## src/rtl/gaussian_filter_accel_pkg.sv

```systemverilog
// Shared constants and width helpers for the Gaussian filter tap accumulator.
// Imported by the accumulator top and its rounding/saturation stage.
package gaussian_filter_accel_pkg;

   localparam int NTAPS_DEF = 9;
   localparam int SHIFT_DEF = 16;
   localparam int OUT_W_DEF = 8;
   localparam int PROD_W    = 32;

   // Wide enough that NTAPS full-scale products can never wrap.
   function automatic int acc_w(input int ntaps);
      return PROD_W + $clog2(ntaps);
   endfunction

   // Tap counter width; at least one bit even for a single tap.
   function automatic int cnt_w(input int ntaps);
      return (ntaps > 1) ? $clog2(ntaps) : 1;
   endfunction

endpackage

```

## src/rtl/gaussian_filter_accel_round_sat.sv

```systemverilog
// Combinational scale-down of a tap sum to an output pixel with clamping.
// Define GAUSSIAN_ACCUM_ROUND_EN for round-half-up; otherwise truncate.
module gaussian_filter_accel_round_sat
   import gaussian_filter_accel_pkg::*;
#(
   parameter int ACC_W = 36,
   parameter int SHIFT = SHIFT_DEF,
   parameter int OUT_W = OUT_W_DEF
) (
   input  logic [ACC_W-1:0] sum,
   output logic [OUT_W-1:0] pix,
   output logic             sat
);

   // One spare bit so the rounding bias cannot overflow the sum.
   localparam int EXT_W  = ACC_W + 1;
   localparam int RND_SH = (SHIFT > 0) ? SHIFT - 1 : 0;

   localparam logic [EXT_W-1:0] PIX_MAX =
      {{(EXT_W-OUT_W){1'b0}}, {OUT_W{1'b1}}};

`ifdef GAUSSIAN_ACCUM_ROUND_EN
   localparam logic [EXT_W-1:0] RND =
      (SHIFT > 0) ? (EXT_W'(1) << RND_SH) : '0;
`else
   localparam logic [EXT_W-1:0] RND = '0;
`endif

   logic [EXT_W-1:0] biased;
   logic [EXT_W-1:0] scaled;

   // Bias, drop the coefficient fraction, then clamp to the pixel range.
   always_comb begin
      biased = {1'b0, sum} + RND;
      scaled = biased >> SHIFT;
      sat    = (scaled > PIX_MAX);
      pix    = sat ? {OUT_W{1'b1}} : scaled[OUT_W-1:0];
   end

endmodule

```

## src/rtl/gaussian_filter_accel_tap_accum.sv

```systemverilog
// Sums NTAPS kernel-tap products into one output pixel with backpressure.
// Rounding mode is selected by GAUSSIAN_ACCUM_ROUND_EN (default truncates).
module gaussian_filter_accel_tap_accum
   import gaussian_filter_accel_pkg::*;
#(
   parameter int NTAPS = NTAPS_DEF,
   parameter int SHIFT = SHIFT_DEF,
   parameter int OUT_W = OUT_W_DEF
) (
   input  logic              clk,
   input  logic              reset,
   input  logic              prod_valid,
   input  logic [PROD_W-1:0] prod,
   input  logic              acc_clr,
   output logic              ce_out,
   output logic              pix_valid,
   output logic [OUT_W-1:0]  pix_data,
   input  logic              pix_ready,
   output logic              sat
);

   localparam int ACC_W = acc_w(NTAPS);
   localparam int CNT_W = cnt_w(NTAPS);

   localparam logic [CNT_W-1:0] LAST = CNT_W'(NTAPS - 1);

   logic [CNT_W-1:0] cnt;
   logic [CNT_W-1:0] cnt_eff;
   logic [ACC_W-1:0] acc;
   logic [ACC_W-1:0] prod_ext;
   logic [ACC_W-1:0] sum_next;
   logic             accept;
   logic             last;
   logic             load;
   logic [OUT_W-1:0] rs_pix;
   logic             rs_sat;

   // Stall the multiplier only while a pixel is held unaccepted.
   // A held pixel therefore blocks any new load, keeping pix_data stable.
   assign ce_out   = ~(pix_valid & ~pix_ready);
   assign accept   = prod_valid & ce_out;
   assign cnt_eff  = acc_clr ? '0 : cnt;
   assign prod_ext = ACC_W'(prod);
   assign last     = (cnt_eff == LAST);
   assign load     = accept & last;

   // Tap 0 (or a tap arriving with a clear) starts a fresh sum.
   always_comb begin
      sum_next = prod_ext;
      if (cnt_eff != '0) begin
         sum_next = acc + prod_ext;
      end
   end

   gaussian_filter_accel_round_sat #(
      .ACC_W (ACC_W),
      .SHIFT (SHIFT),
      .OUT_W (OUT_W)
   ) u_round_sat (
      .sum (sum_next),
      .pix (rs_pix),
      .sat (rs_sat)
   );

   // Tap counter and partial sum; cleared at the end of each pixel.
   always_ff @(posedge clk or posedge reset) begin
      if (reset) begin
         cnt <= '0;
         acc <= '0;
      end else if (accept) begin
         if (last) begin
            cnt <= '0;
            acc <= '0;
         end else begin
            cnt <= cnt_eff + CNT_W'(1);
            acc <= sum_next;
         end
      end else if (acc_clr) begin
         cnt <= '0;
         acc <= '0;
      end
   end

   // Output pixel register; a load replaces a pixel consumed that cycle.
   always_ff @(posedge clk or posedge reset) begin
      if (reset) begin
         pix_valid <= 1'b0;
         pix_data  <= '0;
         sat       <= 1'b0;
      end else begin
         sat <= load & rs_sat;
         if (load) begin
            pix_valid <= 1'b1;
            pix_data  <= rs_pix;
         end else if (pix_valid & pix_ready) begin
            pix_valid <= 1'b0;
         end
      end
   end

endmodule

```

## config.mk

```make
export PLATFORM = sky130hd
export DESIGN_NAME = gaussian_filter_accel_tap_accum
export DESIGN_NICKNAME = d
export VERILOG_FILES = /design/src/rtl/gaussian_filter_accel_pkg.sv /design/src/rtl/gaussian_filter_accel_round_sat.sv /design/src/rtl/gaussian_filter_accel_tap_accum.sv
export SDC_FILE = /design/constraint.sdc
export NUM_CORES = 1
export LEC_CHECK = 0
export ABC_AREA = 1
export CAP_MARGIN = 20
export CORE_UTILIZATION = 61
export CTS_BUF_LIST = sky130_fd_sc_hd__clkbuf_4 sky130_fd_sc_hd__clkbuf_8
export DETAILED_ROUTE_END_ITERATION = 6
export DONT_BUFFER_PORTS = 1
export GPL_TIMING_DRIVEN = 0
export PLACE_DENSITY = 0.83
export RECOVER_POWER = 25
export SETUP_SLACK_MARGIN = 0.2
export SYNTH_ARGS = -nofsm -noshare
export SYNTH_HDL_FRONTEND = slang
export SYNTH_SLANG_ARGS = --single-unit
```

## constraint.sdc

```tcl
create_clock -name clk -period 2.25 [get_ports clk]
set_input_delay 0.675 -clock clk [delete_from_list [all_inputs] [get_ports clk]]
set_output_delay 0.675 -clock clk [all_outputs]
set_load 0.005 [all_outputs]
```

==> results of run 1 <==
## repair_timing
action	4_1_cts	5_1_grt
gates resized for setup	82	141
pin swaps	21	36
buffers inserted	18	13
setup endpoints to repair	36	45
## path summary, 6_finish.rpt
kind	start	to	cells past startpoint
worst max-delay path	acc[0]	pix_data[0]	14
worst min-delay path	reset	acc[13]	1
worst max register to register	acc[0]	pix_data[0]	14
worst min register to register	cnt[3]	cnt[3]	1
max in group asynchronous	reset	acc[32]	2
min in group clk	cnt[3]	cnt[3]	1
## worst max-delay path, stage by stage, from the launching register on
cell	delay [ps]
dfrtp_1	420
ha_4	180
fa_2	440
nand3_1	130
nand3_2	140
nand2_2	100
nand2_1	90
nand2_1	110
nand3_1	90
nand3_2	110
nand2_1	90
nor2_4	130
nand3_4	140
nand2_4	120
nand2_1	60
## power by group
group          internal, mW  leakage, nW  switching, mW
Sequential             1.02        0.644          0.120
Clock                 0.254       0.0478          0.344
Combinational          1.04         2.62           1.52
Total                  2.31         3.31           1.98
## area by class of cell
cell class,instances,area [um2]
Tap cell,102,128
Timing Repair Buffer,32,260
Sequential cell,50,1250
Inverter,143,537
Fill cell,490,1320
Multi-Input combinational cell,626,4110
Clock buffer,6,82.6
Clock inverter,2,16.3
Buffer,14,98.8
## synthesized netlist by cell type
cell type  number
a21boi_0        1
a21o_1          1
a21oi_1        23
a22o_1          1
a311oi_1        1
a31oi_1         1
and2_1          2
and3_1          2
buf_1           1
buf_2           4
clkbuf_1        9
dfrtp_1        50
fa_1            1
ha_1           34
inv_1         140
inv_2           3
mux2i_1         2
nand2_1       306
nand2_2        11
nand3_1        41
nand3_2         7
nand3b_1        1
nand4_1         1
nor2_1         74
nor2_2          7
nor3_1          7
nor3_2          2
o211ai_1        2
o21ai_0        63
o21bai_1        3
o22ai_1         6
or2_0           2
or2_1           4
or2_2           3
xnor2_1         2
xor2_1         15
## metal layers
| layer | vias up | wire, um | track usage, % |
|---|---|---|---|
| met5 | - | 0 | 0 |
| met4 | 0 | 630 | 9.77 |
| li1 | 2652 | - | - |
| met2 | 283 | 7890 | 63.4 |
| met1 | 2597 | 6770 | 47.6 |
| met3 | 74 | 1430 | 6.72 |
## logic make-up (layout without fill, tap and decap cells)
family	Yosys count	after routing	share of synthesized area (%)
flops	50	50	25.2
buf+inv	157	197	12.0
simple gates	470	470	39.5
fa+ha+maj	35	35	8.97
mux	2	2	0.403
compound gates	102	102	11.0
xor+xnor	17	17	3.00
## flip-flops by register name, indices dropped and copies added (netlist names)
register / count
cnt: 4
sat: 1
pix_valid: 1
pix_data: 8
acc: 36
## stage by stage
step / utilization [%] / TNS (ps) / hold slack (ps) / setup WS, ps / total power [mW]
2_1_floorplan: - / -1440 / 436 / -170 / 2.48
3_3_place_gp: 68.0 / -15720 / 452 / -640 / 2.84
3_5_place_dp: 68.3 / -11410 / 471 / -664 / 2.89
4_1_cts: 76.3 / -653 / 248 / -76.5 / 3.81
5_1_grt: 83.1 / -3180 / 410 / -319 / 4.55
6_report: 83.1 / -1950 / 367 / -209 / 4.30
==> results.md, run 1 <==
* Status: finished with violations
* Failing checks: negative setup slack
* Tot GR Track Use at 36.9%
* Crit-path max FO at 5
* Detail Placement HPWL at roughly 11,000 um
* Data required time at the worst endpoint at around 2500 ps
* Max-cap violations at 0
* WS Path Type: register to register
* Synth warn at 0
* Vias post-DR at about 5.6k
* Drt total wl at about 17,000 um
* DP Area at approximately 5300 um2
* Synthesized area at about 5000 um2
* First-pass DRT Iterations at 5
* Hold-fix buffers, CTS at 0
* Drt wl/cell at about 17 um
* Area contributors post-synth: dfrtp_1 25%, nand2_1 23%, inv_1 11%
* Diode count at 0
* Final Hold Vio Count at 0
* Largest net degree at the start of global routing at 34
* HP Class: primary input to async pin
* Synth top area share at about 25%
* Initial DRC Count at between 400 and 500
* Port Buffers at 0
* Starting density of the core at about 64%
* RSZ-0062 raised after global routing: yes
* Fin crit period at about 2500 ps
* Post-synthesis instance total at around 830
* Final setup vio count at 12
* Antenna-violating nets left at 0
* Initial antenna violation count at 0
* Worst IR Drop VDD at around 0.45 mV
* GP Congestion at roughly 1.0
* Final net count at roughly 940
* Slew headroom at roughly 45%
* Clk sinks at 50
* Most frequent cells in the layout: 244 x nand2_1, 133 x inv_1, 62 x nand2_2
* TritonCTS clock tree: yes
* CTS root buf: clkbuf_8
* # H-tree levels at 2
* Num CTS Buffers at 5
* Global route overflow at 0
* Clock slew at reported path FFs at 100 ps
* Syn_area_per_cell at roughly 6 um2
* Pins over their slew limit at 0
* Final non-filler cell total at roughly 980
* Die Width at 92.3 um
* DRC at 0
* Syn-to-layout area delta at 30.5%
* I/O pins at 48
* Most common cell after layout, fill and taps aside: nand2_1
* Worst skew pair latency at around 310 ps
* First-pass GRT wire length at roughly 25,000 um
* Worst Tran Pin Value at approximately 830 ps
* Reg2reg setup slack at -210 ps
* Setup crit start kind: register
* Die height at about 92 um
* Share of layout cells above drive strength 1 at 28.6%
* Period utilisation layout at 109%
* Leak Pwr at about 3.3 nW
* Finished layout cell area at 6490 um2
* Via-to-Cell Ratio at about 5.7
* Data arrival, critical path at about 2700 ps
* Fmax at ~410 MHz
* Synth Net Count at just over 900
* Core area at 7810 um2
* Vias in the first global route at approximately 5.3k
* Placed cells at about 940
* Yosys cell types at 36
* Row cnt at 32
* CP endpoint kind: register
* CTS max path bufs at 2
* Synthesized flop and latch total at 50
* Clock skew at roughly 6.3 ps
* Final WS setup at -209 ps
* PwrDens at 662 nW/um2
* Largest area contributor in the synthesized netlist: dfrtp_1
* Die area at 8510 um2
* Sequential cell area fraction in the yosys report at 25.2%
Note: power is estimated with default switching activity, not from simulation.
==> run 2: changes to the inputs <==
- CAP_MARGIN: 20 -> default
- CELL_PAD_IN_SITES_DETAIL_PLACEMENT: default -> 0
- CELL_PAD_IN_SITES_GLOBAL_PLACEMENT: default -> 1
- CORE_UTILIZATION: 61 -> 42
- PLACE_DENSITY: 0.83 -> 0.82
==> results.md, run 2 (synthesis gave the netlist of run 1 again) <==
* Drt total wl at 15,300 um
* Fill cells at 1,130
* Fmax at roughly 400 MHz
* Global route overflow at 0
* Leak Pwr at roughly 3.2 nW
* DRC at 0
* Max reg flops at 36
* Core area at approximately 11,000 um2
* Setup crit start kind: register
* First-pass DRT Iterations at 5
* Crit-path max FO at 5
* Hold-fix buffers, CTS at 0
* Clk sinks at 50
* Period utilisation layout at 110%
* Num CTS Buffers at 5
* Crit path top cell by count: nand2_1
* R2R cell count at 16
* Antenna-violating nets left at 0
* CP max stage delay at roughly 430 ps
* Final non-filler cell total at 1,007
* CP cell instances: ha_4, fa_2, nand3_2, nand3_4, nand3_2, nand3_4, nand2_4, nand2_2, nand2_1, nand3_1, nand2_1, nand2_1, nor2_2, nand3_4, nand2_4, nand2_1
* Most frequent cells in the layout: 256 x nand2_1, 132 x inv_1, 51 x nor2_1
* Detail Placement HPWL at 11,900 um
* Crit-path slowest cell: fa_2
* Vias in the first global route at approximately 5.0k
* HP Class: primary input to async pin
* First-pass GRT wire length at between 20,000 and 25,000 um
* Largest net degree at the start of global routing at 31
* Reg2reg setup slack at -230 ps
* Finished layout cell area at around 6400 um2
* PwrDens at 642 nW/um2
* Data required time at the worst endpoint at ~2500 ps
* WHS at between 400 and 500 ps
* Data arrival, critical path at 2720 ps
* Starting density of the core at 43.3%
* Status: finished with violations
* Final Hold Vio Count at 0
* Tot GR Track Use at between 20% and 30%
* Clock skew at 8.25 ps
* Final net count at roughly 940
* Worst r2r src: acc[0]
* Pins over their slew limit at 0
* RSZ-0062 raised after global routing: yes
* # H-tree levels at 2
* Port Buffers at 0
* Die Width at 111 um
* Worst reg2reg endpoint: pix_data[1]
* Placed cells at a little under 1k
* Clock slew at reported path FFs at 110 ps
* Die height at 111 um
* Diode count at 0
* Most flops, register: acc
* TritonCTS clock tree: yes
* CTS max path bufs at 2
* Drt wl/cell at between 15 and 20 um
* Worst skew pair latency at between 300 and 400 ps
* Fin crit period at 2480 ps
* Failing checks: negative setup slack
* CTS root buf: clkbuf_8
* WP depth at 16
* Worst Tran Pin Value at approximately 900 ps
* Final WS setup at -234 ps
* Max-cap violations at 0
* Vias post-DR at about 5.2k
* WS Path Type: register to register
* Biggest regs: acc x36, pix_data x8, cnt x4
* Slew headroom at 40.6%
* Row cnt at 39
* Die area at ~12,000 um2
* CP endpoint kind: register
* Share of layout cells above drive strength 1 at between 20% and 30%
* Initial DRC Count at between 200 and 300
* Syn-to-layout area delta at 28.2%
* Most common cell after layout, fill and taps aside: nand2_1
* CP bufs+invs at 0
* Final setup vio count at 10
* GP Congestion at between 0.9 and 1
* Via-to-Cell Ratio at a little over 5
* Crit-path leading delay family: simple AND/OR/NAND/NOR gates
* Worst IR Drop VDD at between 0.4 and 0.5 mV
* DP Area at about 5400 um2
* I/O pins at 48
* Initial antenna violation count at 0
## run 2: changes by cell type in the layout (fill, tap and decap cells not counted), sizes merged
cell      before  now
buf           36   29
clkbuf        16   13
clkinv         0    1
clkinvlp       1    0
inv          144  145
## run 2: timing repair
item | 4_1_cts | 5_1_grt
cloned | 0 | 0
pin swaps | 19 | 34
endpoints found under the setup margin | 37 | 46
resized for setup | 66 | 136
buffers inserted | 6 | 16
## run 2: per-stage QoR
step / setup TNS [ps] / setup slack, ps / utilization (%) / total power, mW
global route: -3350 / -374 / 55.5 / 4.41
global placement: -25650 / -680 / 46.8 / 2.88
detailed placement: -12480 / -747 / 46.9 / 2.90
CTS: -1600 / -192 / 50.3 / 3.69
floorplan: -1440 / -170 / - / 2.48
finish: -1960 / -234 / 55.5 / 4.09
## run 2: worst max path at each step
stage          slack, ps  startpoint     endpoint
6_report            -230      acc[0]  pix_data[1]
5_1_grt             -370      acc[0]  pix_data[5]
4_1_cts             -190      acc[0]  pix_data[7]
3_5_place_dp        -750     prod[0]  pix_data[0]
3_3_place_gp        -680    prod[15]  pix_data[3]
2_1_floorplan       -170     prod[0]  pix_data[0]
## run 2: routing by layer
layer	part of all wire, %	track usage [%]	routed length [um]	up-vias
li1	-	-	-	2637
met1	48	34.0	7350	2424
met2	46	40.3	6980	98
met3	5.2	5.69	789	11
met4	1.2	5.60	184	0
met5	0	0	0	-
## run 2: power by group
part,internal (mW),switching [mW],leakage (nW)
sequential,1.02,0.114,0.644
clock,0.226,0.374,0.0489
combinational,0.965,1.40,2.54
## run 2: layout make-up
cell class | instances | area (um2) | area share, %
buffer | 14 | 86.3 | 1.36
clock buffer | 5 | 68.8 | 1.08
multi-input combinational | 626 | 4040 | 63.4
inverter | 143 | 539 | 8.47
sequential | 50 | 1250 | 19.6
tap | 143 | 179 | 2.81
clock inverter | 3 | 22.5 | 0.354
timing repair buffer | 23 | 181 | 2.85
==> run 3: changes to the inputs <==
- HOLD_SLACK_MARGIN: default -> 0.15
==> results of run 3 <==
No change in the layout: final DEF, timing and power equal those of run 2.
